===== config.mk =====
export PLATFORM = sky130hd
export DESIGN_NAME = icache_fetch_flat
export DESIGN_NICKNAME = d
export VERILOG_FILES = /design/src/rtl/icache_fetch_pkg.sv /design/src/rtl/icache_fetch_if.sv /design/src/rtl/icache_fetch_data_ram.sv /design/src/rtl/icache_fetch.sv /design/src/flat_wrapper.sv
export SDC_FILE = /design/constraint.sdc
export NUM_CORES = 2
export LEC_CHECK = 0
export ABC_AREA = 1
export CAP_MARGIN = 20
export CORE_MARGIN = 1.5
export CORE_UTILIZATION = 62
export DETAILED_ROUTE_END_ITERATION = 7
export GPL_ROUTABILITY_DRIVEN = 0
export GPL_TIMING_DRIVEN = 0
export PLACE_DENSITY = 0.77
export SYNTH_ARGS = -nofsm -noshare
export SYNTH_HDL_FRONTEND = slang
export SYNTH_SLANG_ARGS = --single-unit

===== constraint.sdc =====
create_clock -name clk -period 5.8 [get_ports clk]
set_clock_uncertainty 0.2 [all_clocks]
set_input_delay 1.74 -clock clk [delete_from_list [all_inputs] [get_ports clk]]
set_output_delay 1.74 -clock clk [all_outputs]
set_load 0.05 [all_outputs]

===== src/rtl/icache_fetch_pkg.sv =====
// Shared types and geometry helpers for the direct-mapped instruction cache.
package icache_fetch_pkg;

    typedef enum logic [1:0] {
        IDLE      = 2'd0,
        REFILL    = 2'd1,
        FILL_DONE = 2'd2
    } fill_state_t;

    function automatic int off_bits(input int words);
        return $clog2(words);
    endfunction

    function automatic int idx_bits(input int lines);
        return $clog2(lines);
    endfunction

    // Byte-address bits left over once word offset, line index and byte lane are removed.
    function automatic int tag_bits(input int addr_w, input int lines, input int words);
        return addr_w - $clog2(lines) - $clog2(words) - 2;
    endfunction

endpackage


===== src/rtl/icache_fetch_if.sv =====
// Fetch-side and refill-side signals of the instruction cache bundled as one bus.
interface icache_fetch_if #(
    parameter int ADDR_W = 32
);
    logic [ADDR_W-1:0] cpu_addr;
    logic              cpu_en;
    logic [31:0]       cpu_data;
    logic              stall;
    logic              flush;
    logic              mem_req;
    logic [ADDR_W-1:0] mem_addr;
    logic              mem_ack;
    logic [31:0]       mem_data;

    // slave is the cache; master is the pipeline plus backing memory around it.
    modport slave (
        input  cpu_addr, cpu_en, flush, mem_ack, mem_data,
        output cpu_data, stall, mem_req, mem_addr
    );
    modport master (
        output cpu_addr, cpu_en, flush, mem_ack, mem_data,
        input  cpu_data, stall, mem_req, mem_addr
    );
endinterface


===== src/rtl/icache_fetch_data_ram.sv =====
// Line data store: asynchronous read for same-cycle hits, synchronous write for refill.
module icache_fetch_data_ram #(
    parameter int IDX_W = 4,
    parameter int OFF_W = 2
) (
    input  logic             clk,
    input  logic [IDX_W-1:0] rd_idx,
    input  logic [OFF_W-1:0] rd_off,
    output logic [31:0]      rd_data,
    input  logic             we,
    input  logic [IDX_W-1:0] wr_idx,
    input  logic [OFF_W-1:0] wr_off,
    input  logic [31:0]      wr_data
);
    logic [31:0] mem [2**(IDX_W+OFF_W)];

    assign rd_data = mem[{rd_idx, rd_off}];

    always_ff @(posedge clk) begin
        if (we) mem[{wr_idx, wr_off}] <= wr_data;
    end
endmodule


===== src/rtl/icache_fetch.sv =====
// Direct-mapped read-only I-cache: zero-latency hits, whole-line refill over a word handshake.
module icache_fetch
    import icache_fetch_pkg::*;
#(
    parameter int LINES  = 16,
    parameter int WORDS  = 4,
    parameter int ADDR_W = 32
) (
    input  logic           clk,
    input  logic           reset,
    icache_fetch_if.slave  bus
);
    localparam int OFF_W = off_bits(WORDS);
    localparam int IDX_W = idx_bits(LINES);
    localparam int TAG_W = tag_bits(ADDR_W, LINES, WORDS);

    fill_state_t       state;
    logic [LINES-1:0]  valid;
    logic [TAG_W-1:0]  tag_ram [LINES];
    logic [TAG_W-1:0]  miss_tag;
    logic [IDX_W-1:0]  miss_idx;
    logic [OFF_W-1:0]  wcnt;
    logic [OFF_W-1:0]  wcnt_nxt;
    logic              flush_pend;

    logic [OFF_W-1:0]  off;
    logic [IDX_W-1:0]  idx;
    logic [TAG_W-1:0]  tag;
    logic              hit;
    logic [31:0]       rd_data;
    logic              unused_byte_sel;

    assign off = bus.cpu_addr[OFF_W+1:2];
    assign idx = bus.cpu_addr[OFF_W+2 +: IDX_W];
    assign tag = bus.cpu_addr[ADDR_W-1 -: TAG_W];
    assign unused_byte_sel = ^bus.cpu_addr[1:0];

    assign hit          = bus.cpu_en && valid[idx] && (tag_ram[idx] == tag);
    assign bus.cpu_data = hit ? rd_data : 32'd0;
    // Reset forces stall low even with a pending fetch, so the PC is not held during reset.
    assign bus.stall    = !reset && ((state == IDLE) ? (bus.cpu_en && !hit) : 1'b1);

    assign wcnt_nxt = wcnt + 1'b1;

    icache_fetch_data_ram #(
        .IDX_W (IDX_W),
        .OFF_W (OFF_W)
    ) u_data_ram (
        .clk     (clk),
        .rd_idx  (idx),
        .rd_off  (off),
        .rd_data (rd_data),
        .we      (state == REFILL && bus.mem_ack),
        .wr_idx  (miss_idx),
        .wr_off  (wcnt),
        .wr_data (bus.mem_data)
    );

    // Tags are only meaningful behind a set valid bit, so they need no reset.
    always_ff @(posedge clk) begin
        if (state == FILL_DONE) tag_ram[miss_idx] <= miss_tag;
    end

    always_ff @(posedge clk or posedge reset) begin
        if (reset) begin
            state        <= IDLE;
            valid        <= '0;
            miss_tag     <= '0;
            miss_idx     <= '0;
            wcnt         <= '0;
            flush_pend   <= 1'b0;
            bus.mem_req  <= 1'b0;
            bus.mem_addr <= '0;
        end else begin
            case (state)
                IDLE: begin
                    if (bus.flush) valid <= '0;
                    if (bus.cpu_en && !hit) begin
                        miss_tag     <= tag;
                        miss_idx     <= idx;
                        wcnt         <= '0;
                        bus.mem_req  <= 1'b1;
                        bus.mem_addr <= {tag, idx, {OFF_W{1'b0}}, 2'b00};
                        state        <= REFILL;
                    end
                end
                REFILL: begin
                    // The refill always runs to completion; a flush only poisons the result.
                    if (bus.flush) begin
                        flush_pend <= 1'b1;
                        valid      <= '0;
                    end
                    if (bus.mem_ack) begin
                        wcnt <= wcnt_nxt;
                        if (wcnt == OFF_W'(WORDS - 1)) begin
                            bus.mem_req <= 1'b0;
                            state       <= FILL_DONE;
                        end else begin
                            bus.mem_addr <= {miss_tag, miss_idx, wcnt_nxt, 2'b00};
                        end
                    end
                end
                FILL_DONE: begin
                    valid[miss_idx] <= !flush_pend;
                    if (bus.flush) valid <= '0;
                    flush_pend <= 1'b0;
                    state      <= IDLE;
                end
                default: state <= IDLE;
            endcase
        end
    end
endmodule

===== src/flat_wrapper.sv =====
// flat-port wrapper written by rule: the top's interface ports become plain ports
module icache_fetch_flat import icache_fetch_pkg::*;
#(
    parameter int LINES  = 16,
    parameter int WORDS  = 4,
    parameter int ADDR_W = 32
)
  (clk, reset, bus_cpu_addr, bus_cpu_en, bus_flush, bus_mem_ack, bus_mem_data, bus_cpu_data, bus_stall, bus_mem_req, bus_mem_addr);
  icache_fetch_if #(.ADDR_W(ADDR_W)) bus_i ();
  input  logic clk;
  input  logic reset;
  input wire logic [$bits(bus_i.cpu_addr)-1:0] bus_cpu_addr;
  input wire logic [$bits(bus_i.cpu_en)-1:0] bus_cpu_en;
  input wire logic [$bits(bus_i.flush)-1:0] bus_flush;
  input wire logic [$bits(bus_i.mem_ack)-1:0] bus_mem_ack;
  input wire logic [$bits(bus_i.mem_data)-1:0] bus_mem_data;
  output wire logic [$bits(bus_i.cpu_data)-1:0] bus_cpu_data;
  output wire logic [$bits(bus_i.stall)-1:0] bus_stall;
  output wire logic [$bits(bus_i.mem_req)-1:0] bus_mem_req;
  output wire logic [$bits(bus_i.mem_addr)-1:0] bus_mem_addr;
  assign bus_i.cpu_addr = bus_cpu_addr;
  assign bus_i.cpu_en = bus_cpu_en;
  assign bus_i.flush = bus_flush;
  assign bus_i.mem_ack = bus_mem_ack;
  assign bus_i.mem_data = bus_mem_data;
  assign bus_cpu_data = bus_i.cpu_data;
  assign bus_stall = bus_i.stall;
  assign bus_mem_req = bus_i.mem_req;
  assign bus_mem_addr = bus_i.mem_addr;
  icache_fetch #(.LINES(LINES), .WORDS(WORDS), .ADDR_W(ADDR_W)) u_core (.clk(clk), .reset(reset), .bus(bus_i));
endmodule

==> qor.csv, run 1 <==
stage,metric,value,unit
die,Die Y,406,µm
die,Site Rows,147,
synth,top post-synthesis cells by area,"edfxtp_1 73%, nand2_1 6.0%, o21ai_0 3.4%, nor2_1 2.7%, a21oi_1 2.0%",
global_route,Tot GR Track Use,0.609,
synth,sequential cell area fraction in the yosys report,0.745,
die,Initial Util,0.626,
clock_network,CTS H-Tree Depth,4,
synth,Yosys cell types,40,
global_route,first-pass GRT wire length,682000,µm
clock_network,number of hold buffers added after CTS,0,
placement,hpwl dp,303000,µm
synth,number of flops mapped to enable cells by yosys,2432,
global_route,vias in the first global route,85700,
outcome,Err,[ERROR GRT-0116] Global routing finished with congestion. Check the congestion regions in the DRC Viewer.,
clock_network,TritonCTS buffer count,230,
synth,"FF+latch count, synth",2512,
synth,"Cell Area, Synth",0.101,mm²
synth,Post-Synthesis Cells,7893,
synth,Ys Warns,0,
clock_network,Root Driver,clkbuf_16,
synth,Async SR Flop Fraction,0.0318,
clock_network,Longest Clk Path Bufs,3,
placement,Placed Area,0.108,mm²
synth,average cell area after synthesis,12.8,µm²
global_route,gr ovfl total,1,
die,chip width,406,µm
outcome,status,did not finish,
synth,largest area contributor in the netlist,edfxtp_1,
clock_network,TritonCTS sink count,2512,
synth,ys flop type,edfxtp_1,
outcome,failing step,5_1_grt,
global_route,largest net degree at the start of global routing,65,
placement,Port Buf Inserts,125,
die,Ports,135,
synth,Synth top area share,0.725,
[kinds of logic after synthesis]
family / synth area share
AO/OA/AOI/OAI: 0.113
adder cells (fa/ha/maj): 0.000124
buffers and inverters: 0.0324
flip-flops: 0.745
other: 0.0000373
AND/OR/NAND/NOR: 0.109
[metrics by stage]
stage / setup slack [ps] / cells / setup TNS, ps / hold slack (ps)
detailed placement: -3240 / 10300 / -101370 / 261
floorplan: -35.5 / 7894 / -945 / 339
CTS: -397 / 10800 / -11380 / 277
global placement: -3270 / 10200 / -4229500 / 257
[per-layer routing]
layer	overflow	GRT usage
met4	1	0.520
met1	0	0.628
met2	0	0.743
met3	0	0.500
met5	0	0.309
[cells in the mapped netlist, types with 3 or more instances]
cell      number
o311ai_0      10
a311oi_1      16
a21oi_1      412
buf_4         18
clkbuf_2       3
o21ai_1       36
buf_6         13
nor3_1        18
o211ai_1     116
o22ai_1       88
a31oi_1        9
a221oi_1     127
o21ai_0      686
nand2_1     1612
o31ai_1        9
or2_1          3
a311o_1       10
o221ai_1     172
buf_2         71
dfrtp_1       80
edfxtp_1    2432
inv_1        222
a32o_1       117
clkbuf_1     426
and3_1        30
nor2_1       725
buf_1         42
nand3_1      375
[what timing repair did]
action / CTS
buffers inserted: 37
pin swaps: 43
setup endpoints to repair: 33
resized for setup: 1506
gates cloned: 15
hold endpoints to repair: 0
==> inputs of run 2 (changes only) <==
- CORE_UTILIZATION: 62 -> 40
- PLACE_DENSITY: 0.77 -> not set
- PLACE_DENSITY_LB_ADDON: not set -> 0.15
==> run 2 against run 1 <==
The flow now finishes, with violations (design-rule violations, negative setup slack). Synthesized cell count is the same. Area after synthesis did not move.
==> qor.csv, run 2 <==
stage,metric,value,unit,change
clock_network,TritonCTS sink count,2512,,unchanged
clock_network,CTS tree,yes,,
layout,Layout fillers,21300,,
worst_setup_path,Crit Path Category,input pin to primary output,,
global_route,first-pass GRT wire length,658000,µm,
synth,top post-synthesis cells by area,"edfxtp_1 73%, nand2_1 6.0%, o21ai_0 3.4%, nor2_1 2.7%, a21oi_1 2.0%",,unchanged
min_path,hold crit path type,flop to flop,,
die,Site Rows,183,,was 147
timing,Slew HR,0.112,,
synth,number of flops mapped to enable cells by yosys,2432,,unchanged
timing,slew of the pin with the lowest slew margin,1330,ps,
drt,1st-iter DRT viols,16300,,
global_route,initial antenna violation count,54,,
layout,share of layout cells above drive strength 1,0.190,,
run,# Max-Cap Violations,0,,
layout,Reg area,0.0750,mm²,
clock_network,Longest Clk Path Bufs,4,,was 3
global_route,gr ovfl total,0,,
drt,Via density,6.61,,
die,chip width,505,µm,was 406 µm
timing,"Setup violations, final",33,,
timing,Max Clk Rate,148,MHz,
clock_network,number of hold buffers added after CTS,0,,unchanged
timing,final setup margin,-953,ps,
drt,Vias,80400,,
worst_setup_path,CP required,3860,ps,
outcome,status,"complete, but fails checks",,was did not finish
global_route,Tot GR Track Use,0.385,,
timing,"Hold Vio Cnt, Final",0,,
layout,most frequent cells in the layout,"2432 x edfxtp_1, 1523 x nand2_1, 646 x nor2_1",,
placement,hpwl dp,349000,µm,was 303000 µm
placement,Placed Cells,11600,,was 10.3k
die,Die Area,0.255,mm²,
power,maximum VDD drop,374,µV,
synth,largest area contributor in the netlist,edfxtp_1,,unchanged
timing,period utilization,1.16,,
timing,Tmin final,6750,ps,
clock_network,TritonCTS buffer count,285,,was 230
clock_network,Root Driver,clkbuf_16,,unchanged
synth,most numerous cell in the Yosys netlist,edfxtp_1,,unchanged
clock_network,clock transition at the registers of the reported paths,50,ps,
drt,Pre-antenna DRT Iters,8,,
outcome,failing checks,"design-rule violations, negative setup slack",,
timing,setup TNS,-22700,ps,
synth,Async SR Flop Fraction,0.0318,,unchanged
drt,Total Routed Length,506000,µm,
layout,Layout Area Growth over Synthesis,24.7,%,
synth,average cell area after synthesis,12.8,µm²,unchanged
placement,Port Buf Inserts,125,,unchanged
synth,ys flop type,edfxtp_1,,unchanged
global_route,vias in the first global route,72200,,
timing,Final Slew Violations,0,,
layout,number of flip-flops in the largest register,2048,,
worst_setup_path,"Max FO, Critical Path",10,,
synth,"Cell Area, Synth",0.101,mm²,unchanged
layout,multi-input logic area,0.0250,mm²,
layout,Top Registers,"u_core.u_data_ram.mem (2048), u_core.tag_ram (384), u_core.bus.mem_addr (30)",,
power,PD cells,359,mW/mm²,
layout,fin area,0.126,mm²,
placement,Placed Area,0.111,mm²,was 0.108 mm²
layout,"most common cell after layout, fill and taps aside",edfxtp_1,,
synth,"FF+latch count, synth",2512,,unchanged
drt,post-route ant nets,0,,
clock_network,Worst-Skew Late Latency,980,ps,
synth,sequential cell area fraction in the yosys report,0.745,,unchanged
synth,Ys Warns,0,,unchanged
worst_setup_path,Setup crit start kind,input pin,,
synth,synth cell count leaders,"2432 x edfxtp_1, 1612 x nand2_1, 725 x nor2_1",,unchanged
synth,Post-Synthesis Cells,7893,,unchanged
die,Core Box Area,0.249,mm²,
drt,WL/cell,41.6,µm,
worst_setup_path,crit end category,primary output,,
synth,Yosys cell types,40,,unchanged
die,Initial Util,0.404,,was 0.626
layout,Total Nets Final,8682,,
clock_network,CTS H-Tree Depth,5,,was 4
die,Ports,135,,unchanged
worst_setup_path,CP arrival,4810,ps,
global_route,largest net degree at the start of global routing,67,,
synth,Synth top area share,0.725,,unchanged
layout,register name with the most flops,u_core.u_data_ram.mem,,
drt,DRC viols,20,,
die,Die Y,505,µm,was 406 µm
timing,RSZ-0062 raised after global routing,yes,,
layout,fin cells,12200,,
power,static leakage,0.0435,µW,
run 2: logic make-up after synthesis:
| group | count (synthesis) | share of synthesized area |
|---|---|---|
| DFF | 2512 | 0.745 |
| buffers and inverters | 800 | 0.0324 |
| and+or+nand+nor | 2768 | 0.109 |
| adders and majority gates | 1 | 0.000124 |
| AOI/OAI and AO/OA | 1811 | 0.113 |
| other | 1 | 0.0000373 |
run 2: layout make-up:
cell class,instances,share of cell area
buffer,571,0.0412
antenna,38,0.000757
sequential,2512,0.598
timing repair inverter,1,0.0000598
inverter,227,0.00698
timing repair buffer,432,0.0543
tap,3330,0.0332
multi-input combinational,4582,0.199
clock inverter,109,0.00640
clock buffer,368,0.0603
run 2: through the flow:
step                      setup slack, ps   util  power [µW]  hold slack (ps)
after CTS                            -621  0.497       44300              274
after detailed placement            -3420  0.444       27400              260
final                                -953  0.504       45000              270
after global routing                 -704  0.503       45600              281
after global placement              -3620  0.426       27000              258
after floorplan                     -35.5      -       24100              339
run 2: power by group:
group,switching (µW),internal [µW]
logic,4710,1630
clock network,7420,9650
registers,728,20900
total,12800,32200
run 2: routing by layer:
metal,wire [µm],part of all wire,track usage,vias up
li1,-,-,-,30600
met1,171000,0.34,0.464,40000
met2,207000,0.41,0.543,7675
met3,78600,0.16,0.170,2159
met4,49300,0.097,0.286,32
met5,405,0.00080,0.00244,-
run 2: critical path: stages:
cell and delay (ps):
buf_16 150, clkinvlp_4 130, buf_12 150, buf_8 170, clkbuf_16 200, buf_8 180
nand2_1 70, a32o_1 330, o21ai_1 240, o21ai_2 150, o211ai_1 710, and3_4 390
buf_6 170
run 2: timing repair:
| item | in CTS | in global routing |
|---|---|---|
| endpoints found under the hold margin | 0 | 0 |
| cloned | 15 | 13 |
| endpoints found under the setup margin | 33 | 33 |
| pin swaps | 74 | 111 |
| gates resized for setup | 1618 | 310 |
| setup buffers | 22 | 32 |
run 2: final timing paths:
path | from | to | slack [ps] | cells past startpoint
setup reg to reg | u_core.state[0] | u_core.u_data_ram.mem[31][6] | 1160 | 10
max in group asynchronous | reset | u_core.miss_idx[2] | 3850 | 3
hold reg to reg | u_core.bus.mem_addr[19] | u_core.bus.mem_addr[19] | 270 | 2
min in group asynchronous | reset | u_core.miss_tag[14] | 930 | 2
hold / removal | u_core.bus.mem_addr[19] | u_core.bus.mem_addr[19] | 270 | 2
setup / recovery | bus_cpu_addr[2] | bus_cpu_data[8] | -950 | 13
No activity file was read; power rests on OpenSTA's default activity.
